`src/rtl/msi_snoop_cache_dm_param.sv`:
```
// Direct-mapped, write-back MSI snooping L1 cache with a multi-cycle miss FSM.
// CPU misses broadcast on the shared bus, take peer data when offered, else fill from memory.
module msi_snoop_cache_dm_param #(
  parameter int INDEX_W = 5,
  parameter int TAG_W   = 4,
  parameter int DATA_W  = 32,
  localparam int ADDR_W = TAG_W + INDEX_W
) (
  input  logic              clk,
  input  logic              rst,
  input  logic              cpu_read,
  input  logic              cpu_write,
  input  logic [ADDR_W-1:0] cpu_addr,
  input  logic [DATA_W-1:0] cpu_wdata,
  output logic [DATA_W-1:0] cpu_rdata,
  output logic              cpu_ready,
  output logic              bus_req_valid,
  output logic [1:0]        bus_req_type,
  output logic [ADDR_W-1:0] bus_req_addr,
  input  logic              peer_data_valid,
  input  logic [DATA_W-1:0] peer_data,
  input  logic              snoop_valid,
  input  logic [1:0]        snoop_type,
  input  logic [ADDR_W-1:0] snoop_addr,
  output logic              snoop_hit,
  output logic [DATA_W-1:0] snoop_data,
  output logic              snoop_wb_valid,
  output logic [ADDR_W-1:0] snoop_wb_addr,
  output logic [DATA_W-1:0] snoop_wb_data,
  output logic              mem_rd_req,
  output logic              mem_wr_req,
  output logic [ADDR_W-1:0] mem_addr,
  output logic [DATA_W-1:0] mem_wdata,
  input  logic [DATA_W-1:0] mem_rdata,
  input  logic              mem_ack
);

  localparam int LINES = 1 << INDEX_W;

  localparam logic [1:0] BUS_INVALIDATE = 2'b00;
  localparam logic [1:0] BUS_WRITE_MISS = 2'b01;
  localparam logic [1:0] BUS_READ_MISS  = 2'b10;

  typedef enum logic [1:0] {
    LINE_I = 2'b00,
    LINE_M = 2'b01,
    LINE_S = 2'b10
  } line_state_e;

  typedef enum logic [2:0] {
    ST_IDLE,
    ST_INV,
    ST_WB,
    ST_BUSREQ,
    ST_PEERWAIT,
    ST_FILL,
    ST_DONE
  } fsm_e;

  line_state_e       line_state [LINES];
  logic [TAG_W-1:0]  line_tag   [LINES];
  logic [DATA_W-1:0] line_data  [LINES];

  fsm_e              state, state_next;
  logic [ADDR_W-1:0] req_addr;
  logic              req_write;
  logic [DATA_W-1:0] req_wdata;
  logic [ADDR_W-1:0] victim_addr;
  logic [DATA_W-1:0] victim_data;

  logic [INDEX_W-1:0] cpu_index, snp_index, req_index;
  logic [TAG_W-1:0]   cpu_tag, snp_tag, req_tag;
  logic               cpu_hit, victim_dirty, accept;
  logic               snp_match, snoop_kill, inv_abort;
  logic               install_now;
  logic [DATA_W-1:0]  fill_data;

  assign cpu_index = cpu_addr[INDEX_W-1:0];
  assign cpu_tag   = cpu_addr[ADDR_W-1:INDEX_W];
  assign snp_index = snoop_addr[INDEX_W-1:0];
  assign snp_tag   = snoop_addr[ADDR_W-1:INDEX_W];
  assign req_index = req_addr[INDEX_W-1:0];
  assign req_tag   = req_addr[ADDR_W-1:INDEX_W];

  assign cpu_hit      = (line_state[cpu_index] != LINE_I) && (line_tag[cpu_index] == cpu_tag);
  assign victim_dirty = (line_state[cpu_index] == LINE_M);

  // A snoop to the index the CPU is asking for takes the line this cycle; the CPU retries next cycle.
  assign accept = (state == ST_IDLE) && (cpu_read ^ cpu_write)
               && !(snoop_valid && (snp_index == cpu_index));

  assign snp_match  = snoop_valid && (line_state[snp_index] != LINE_I)
                   && (line_tag[snp_index] == snp_tag);
  assign snoop_kill = snp_match && ((snoop_type == BUS_WRITE_MISS) || (snoop_type == BUS_INVALIDATE));
  assign inv_abort  = (state == ST_INV) && snoop_kill && (snp_index == req_index);

  assign install_now = ((state == ST_PEERWAIT) && peer_data_valid) || ((state == ST_FILL) && mem_ack);
  assign fill_data   = (state == ST_PEERWAIT) ? peer_data : mem_rdata;

  always_comb begin
    snoop_hit      = 1'b0;
    snoop_data     = '0;
    snoop_wb_valid = 1'b0;
    snoop_wb_addr  = '0;
    snoop_wb_data  = '0;
    if (snp_match && (line_state[snp_index] == LINE_M)
        && ((snoop_type == BUS_READ_MISS) || (snoop_type == BUS_WRITE_MISS))) begin
      snoop_hit      = 1'b1;
      snoop_data     = line_data[snp_index];
      snoop_wb_valid = 1'b1;
      snoop_wb_addr  = snoop_addr;
      snoop_wb_data  = line_data[snp_index];
    end
  end

  always_comb begin
    // NOTE: every signal driven here gets a default first, so no path through the case can infer a latch.
    state_next    = state;
    cpu_ready     = 1'b0;
    bus_req_valid = 1'b0;
    bus_req_type  = BUS_INVALIDATE;
    bus_req_addr  = '0;
    mem_rd_req    = 1'b0;
    mem_wr_req    = 1'b0;
    mem_addr      = '0;
    mem_wdata     = '0;
    case (state)
      ST_IDLE: begin
        if (accept) begin
          if (cpu_hit) begin
            if (cpu_read || victim_dirty) state_next = ST_DONE;
            else                          state_next = ST_INV;
          end else if (victim_dirty) begin
            state_next = ST_WB;
          end else begin
            state_next = ST_BUSREQ;
          end
        end
      end
      ST_INV: begin
        bus_req_valid = 1'b1;
        bus_req_type  = BUS_INVALIDATE;
        bus_req_addr  = req_addr;
        state_next    = inv_abort ? ST_BUSREQ : ST_DONE;
      end
      ST_WB: begin
        mem_wr_req = 1'b1;
        mem_addr   = victim_addr;
        mem_wdata  = victim_data;
        if (mem_ack) state_next = ST_BUSREQ;
      end
      ST_BUSREQ: begin
        bus_req_valid = 1'b1;
        bus_req_type  = req_write ? BUS_WRITE_MISS : BUS_READ_MISS;
        bus_req_addr  = req_addr;
        state_next    = ST_PEERWAIT;
      end
      ST_PEERWAIT: begin
        state_next = peer_data_valid ? ST_DONE : ST_FILL;
      end
      ST_FILL: begin
        mem_rd_req = 1'b1;
        mem_addr   = req_addr;
        if (mem_ack) state_next = ST_DONE;
      end
      ST_DONE: begin
        cpu_ready  = 1'b1;
        state_next = ST_IDLE;
      end
      default: state_next = ST_IDLE;
    endcase
  end

  // NOTE: sequential state uses non-blocking assignments only, so every reader sees pre-edge values.
  always_ff @(posedge clk) begin
    if (rst) begin
      state       <= ST_IDLE;
      req_addr    <= '0;
      req_write   <= 1'b0;
      req_wdata   <= '0;
      victim_addr <= '0;
      victim_data <= '0;
      cpu_rdata   <= '0;
      // NOTE: the line array is reset because coherence requires every line to start Invalid.
      for (int i = 0; i < LINES; i++) begin
        line_state[i] <= LINE_I;
        line_tag[i]   <= '0;
        line_data[i]  <= '0;
      end
    end else begin
      state <= state_next;

      if (snp_match && (line_state[snp_index] == LINE_M) && (snoop_type == BUS_READ_MISS))
        line_state[snp_index] <= LINE_S;
      else if (snoop_kill)
        line_state[snp_index] <= LINE_I;

      // FSM line updates come after the snoop update so the miss path's Invalid wins on a shared edge.
      case (state)
        ST_IDLE: begin
          if (accept) begin
            req_addr  <= cpu_addr;
            req_write <= cpu_write;
            req_wdata <= cpu_wdata;
            if (cpu_hit) begin
              if (cpu_read)          cpu_rdata <= line_data[cpu_index];
              else if (victim_dirty) line_data[cpu_index] <= cpu_wdata;
            end else begin
              victim_addr <= {line_tag[cpu_index], cpu_index};
              victim_data <= line_data[cpu_index];
              if (!victim_dirty) line_state[cpu_index] <= LINE_I;
            end
          end
        end
        ST_INV: begin
          if (!inv_abort) begin
            line_state[req_index] <= LINE_M;
            line_data[req_index]  <= req_wdata;
          end
        end
        ST_WB: begin
          if (mem_ack) line_state[req_index] <= LINE_I;
        end
        ST_PEERWAIT, ST_FILL: begin
          if (install_now) begin
            line_tag[req_index] <= req_tag;
            if (req_write) begin
              line_state[req_index] <= LINE_M;
              line_data[req_index]  <= req_wdata;
            end else begin
              line_state[req_index] <= LINE_S;
              line_data[req_index]  <= fill_data;
              cpu_rdata             <= fill_data;
            end
          end
        end
        default: ;
      endcase
    end
  end

endmodule
```
`config.mk`:
```
export PLATFORM = sky130hd
export DESIGN_NAME = msi_snoop_cache_dm_param
export DESIGN_NICKNAME = d
export VERILOG_FILES = /design/src/rtl/msi_snoop_cache_dm_param.sv
export SDC_FILE = /design/constraint.sdc
export NUM_CORES = 2
export LEC_CHECK = 0
export CAP_MARGIN = 10
export CORE_UTILIZATION = 34
export CTS_CLUSTER_SIZE = 28
export DETAILED_ROUTE_END_ITERATION = 8
export MAX_ROUTING_LAYER = met4
export PLACE_DENSITY = 0.58
export SLEW_MARGIN = 10
export SYNTH_ARGS = -nofsm -noshare
export SYNTH_HDL_FRONTEND = slang
export SYNTH_SLANG_ARGS = --single-unit
```
`constraint.sdc`:
```
create_clock -name clk -period 9.2 [get_ports clk]
set_input_delay 2.76 -clock clk [delete_from_list [all_inputs] [get_ports clk]]
set_output_delay 2.76 -clock clk [all_outputs]
set_load 0.05 [all_outputs]
```
==> key figures <==
Synth
  • Mapped Cells: 5310
  • Compound-Gate Fraction of Synth Area: 0.0570
  • Synth Area in Adders: 0.000530
  • Mux contribution to synthesized area: 0.231
  • Avg Cell Area, Syn: 13.3 um^2
  • Post-synth top area cell: edfxtp_1
  • Unique masters post-synth: 74
  • Top FF cell, synth: edfxtp_1
  • Main combinational cell family by area after synthesis: multiplexers
  • Post-synthesis async set-or-reset flop share: 0
  • Simple-Gate Fraction of Synth Area: 0.119
  • Post-synth EDFFs: 1216
  • Syn. warnings: 0
  • Top cells by area, synth: edfxtp_1 (52%), mux4_2 (19%), nor2_1 (6.1%), mux2i_1 (4.2%), dfxtp_1 (3.3%)
  • Post-Synth XOR/XNOR Area: 0.00185
  • Syn nets: 5436
  • Most common cell in the netlist: edfxtp_1
  • Mapped Area: 70900 um^2
  • Sequential share of the synthesized area: 0.548
  • Most common library cells after synthesis: edfxtp_1 (1216), nor2_1 (1151), mux4_2 (584), clkbuf_1 (305), mux2i_1 (294)
  • Top-area cell type share of the netlist area: 0.515
  • Seq cells post-synth: 1334

Run
  • Max-cap violations: 0

GRT
  • First-pass GRT wire length: 384000 um
  • Largest net degree at the start of global routing: 110
  • Number of global-route vias before repair: 49610
  • GRT Overall Usage: 0.266
  • Initial antenna violation count: 6
  • Total gr overflow: 0

Setup path
  • Crit path capture type: primary output
  • CP required: 6.44 ns
  • Critical Path Fanout Max: 31
  • Critical path class: input pin to primary output
  • Startpoint types: input pin
  • Critical Path AT: 6.34 ns
  • R2R cell count: 11
  • R2R Path Start: state[1]$_SDFFE_PP0P_
  • RR Endpoint: line_data[16][12]$_SDFFCE_PN0P_
  • Register-to-register setup slack: 3.41 ns

Min path
  • Hold crit path type: flip-flop to flip-flop
  • Hold EP: victim_data[23]$_SDFFE_PP0P_
  • Hold depth: 2
  • Worst Min Path Start: victim_data[23]$_SDFFE_PP0P_

Timing
  • FMAX: 110 MHz
  • Slew Viols, Final: 0
  • Final Cycle Share: 0.989
  • Final Skew: 0.0515 ns
  • Slew HR: 0.110
  • Setup_tns: 0 ns
  • Final Hold Vio Count: 0
  • RSZ-0062 raised after global routing: no
  • Tmin final: 9.10 ns
  • Least-Margin Pin Slew: 1.30 ns
  • Setup Viol. Count Final: 0
  • Slack of the critical path: 0.102 ns

CTS
  • CTS tree: done
  • Root Buffer: clkbuf_16
  • Reg clk slew, reported paths: 0.06 ns
  • CTS buffer count: 148
  • Worst-Skew Late Latency: 0.83 ns
  • Maximum root-to-sink buffer count: 3
  • Htree depth: 4
  • CTS Hold Bufs: 0
  • Sink Count: 1334

Placed design
  • Port Buf Inserts: 285
  • Setup WS pre-CTS: 0.00663 ns
  • Placed wire-length estimate: 172000 um
  • DP Cell Count: 8060
  • GP Congestion: 0.984

Finish
  • Area Overhead vs Synth: 18.1%
  • Layout cell share with drive strength beyond 1: 0.258
  • Final Non-Filler Cells: 8340
  • Layout net count: 5550

Run status
  • Status: finished, final reports clean

Pwr
  • Leakage power figure: 29.8 nW
  • Power density over the cells: 197 nW/um^2
  • IR drop worst, VDD: 0.000221 V

Floorplanning
  • Std-Cell Rows: 167
  • Die area: 210000 um^2
  • Core region area: 207000 um^2
  • Die Span X: 459 um
  • Io pins: 286
  • Die Y: 459 um
  • Initial core utilization: 0.342

Routing
  • Detailed Routing Iterations Pass 1: 6
  • Routed Antenna Nets: 0
  • DR DRC count: 0
  • Mean routed wirelength per cell: 33.2 um
  • Vias/cell: 6.13
  • DRT iter0 DRCs: 7775
  • Vias: 51129
  • Post-detailed-routing wire length: 277000 um
worst max-delay path, stage by stage:
cell and delay [ns]:
clkdlybuf4s50_1 0.46, buf_4 0.19, buf_4 0.19, nand4b_1 0.32
o22ai_1 0.15, nor4_1 0.44, a21oi_1 0.14, nor4_2 0.29
or3b_4 0.48, buf_12 0.18, nor3_1 0.29, buf_4 0.19
buf_12 0.13
cell usage in the layout (no fill, tap or decap), types with 37 or more instances in the layout:
| master | n |
|---|---|
| edfxtp_1 | 1216 |
| and3_1 | 177 |
| a22oi_1 | 45 |
| clkinv_1 | 43 |
| dfxtp_1 | 117 |
| clkdlybuf4s50_1 | 202 |
| nand2_1 | 183 |
| nor2_1 | 1146 |
| mux2i_1 | 261 |
| mux4_2 | 584 |
| buf_4 | 231 |
| o22ai_1 | 186 |
| a21oi_1 | 90 |
| clkbuf_16 | 150 |
| buf_12 | 131 |
| nor2_2 | 92 |
| nor3_1 | 37 |
| a211oi_1 | 41 |
repair_timing:
action	in CTS	in global routing
pin swaps	0	0
buffers inserted	0	0
setup endpoints to repair	4	17
resized for setup	2	1
sequential cells by signal, summed over array words and instances, names as in the netlist, 3 cells and up:
signal	flops
cpu_rdata	32
line_state	64
line_data	1024
req_wdata	32
victim_data	32
state	3
req_addr	9
victim_addr	9
line_tag	128
through the flow:
step	utilization	area [um^2]	power (mW)	hold slack, ns
after global routing	0.404	83700	16.9	0.513
after detailed placement	0.381	78900	10.7	0.487
after global placement	0.381	78900	10.6	0.476
after CTS	0.404	83600	16.5	0.495
final	0.404	83700	16.5	0.497
after floorplan	-	70900	9.26	0.461
logic make-up after synthesis:
group                    after synthesis
AO/OA/AOI/OAI                        580
XOR/XNOR                              15
adder cells (fa/ha/maj)                3
buffers and inverters                618
flip-flops                          1334
multiplexers                         905
AND/OR/NAND/NOR                     1855
final cells by class:
class,instances,area (um^2)
Fill cell,18940,123000
Clock inverter,95,822
Tap cell,2788,3490
Antenna cell,6,15.0
Timing Repair Buffer,573,6530
Inverter,9,33.8
Multi-Input combinational cell,3358,30000
Clock buffer,177,3900
Sequential cell,1334,38900
layer usage:
metal | GRT usage | routed length [um]
met4 | 0.133 | 16400
met5 | - | 0
met3 | 0.0595 | 31900
met1 | 0.339 | 103000
met2 | 0.399 | 126000
power by group:
part	switching [mW]	leakage, nW	internal, mW	total, mW
sequential	0.224	13.5	6.95	7.18
combinational	2.27	13.9	1.16	3.43
clock	2.61	2.31	3.27	5.89
worst max path at each step:
| stage | from | end | slack (ns) | depth (start not counted) |
|---|---|---|---|---|
| floorplan | snoop_addr[0] | snoop_wb_data[19] | -0.05 | 11 |
| global placement | snoop_addr[3] | snoop_data[18] | -0.02 | 12 |
| detailed placement | snoop_addr[3] | snoop_data[18] | 0.007 | 12 |
| CTS | snoop_addr[2] | snoop_data[17] | 0.13 | 13 |
| global route | snoop_addr[3] | snoop_wb_addr[8] | 0.01 | 14 |
| finish | snoop_addr[3] | snoop_data[17] | 0.10 | 13 |
Power figures use the tool's default switching activity.
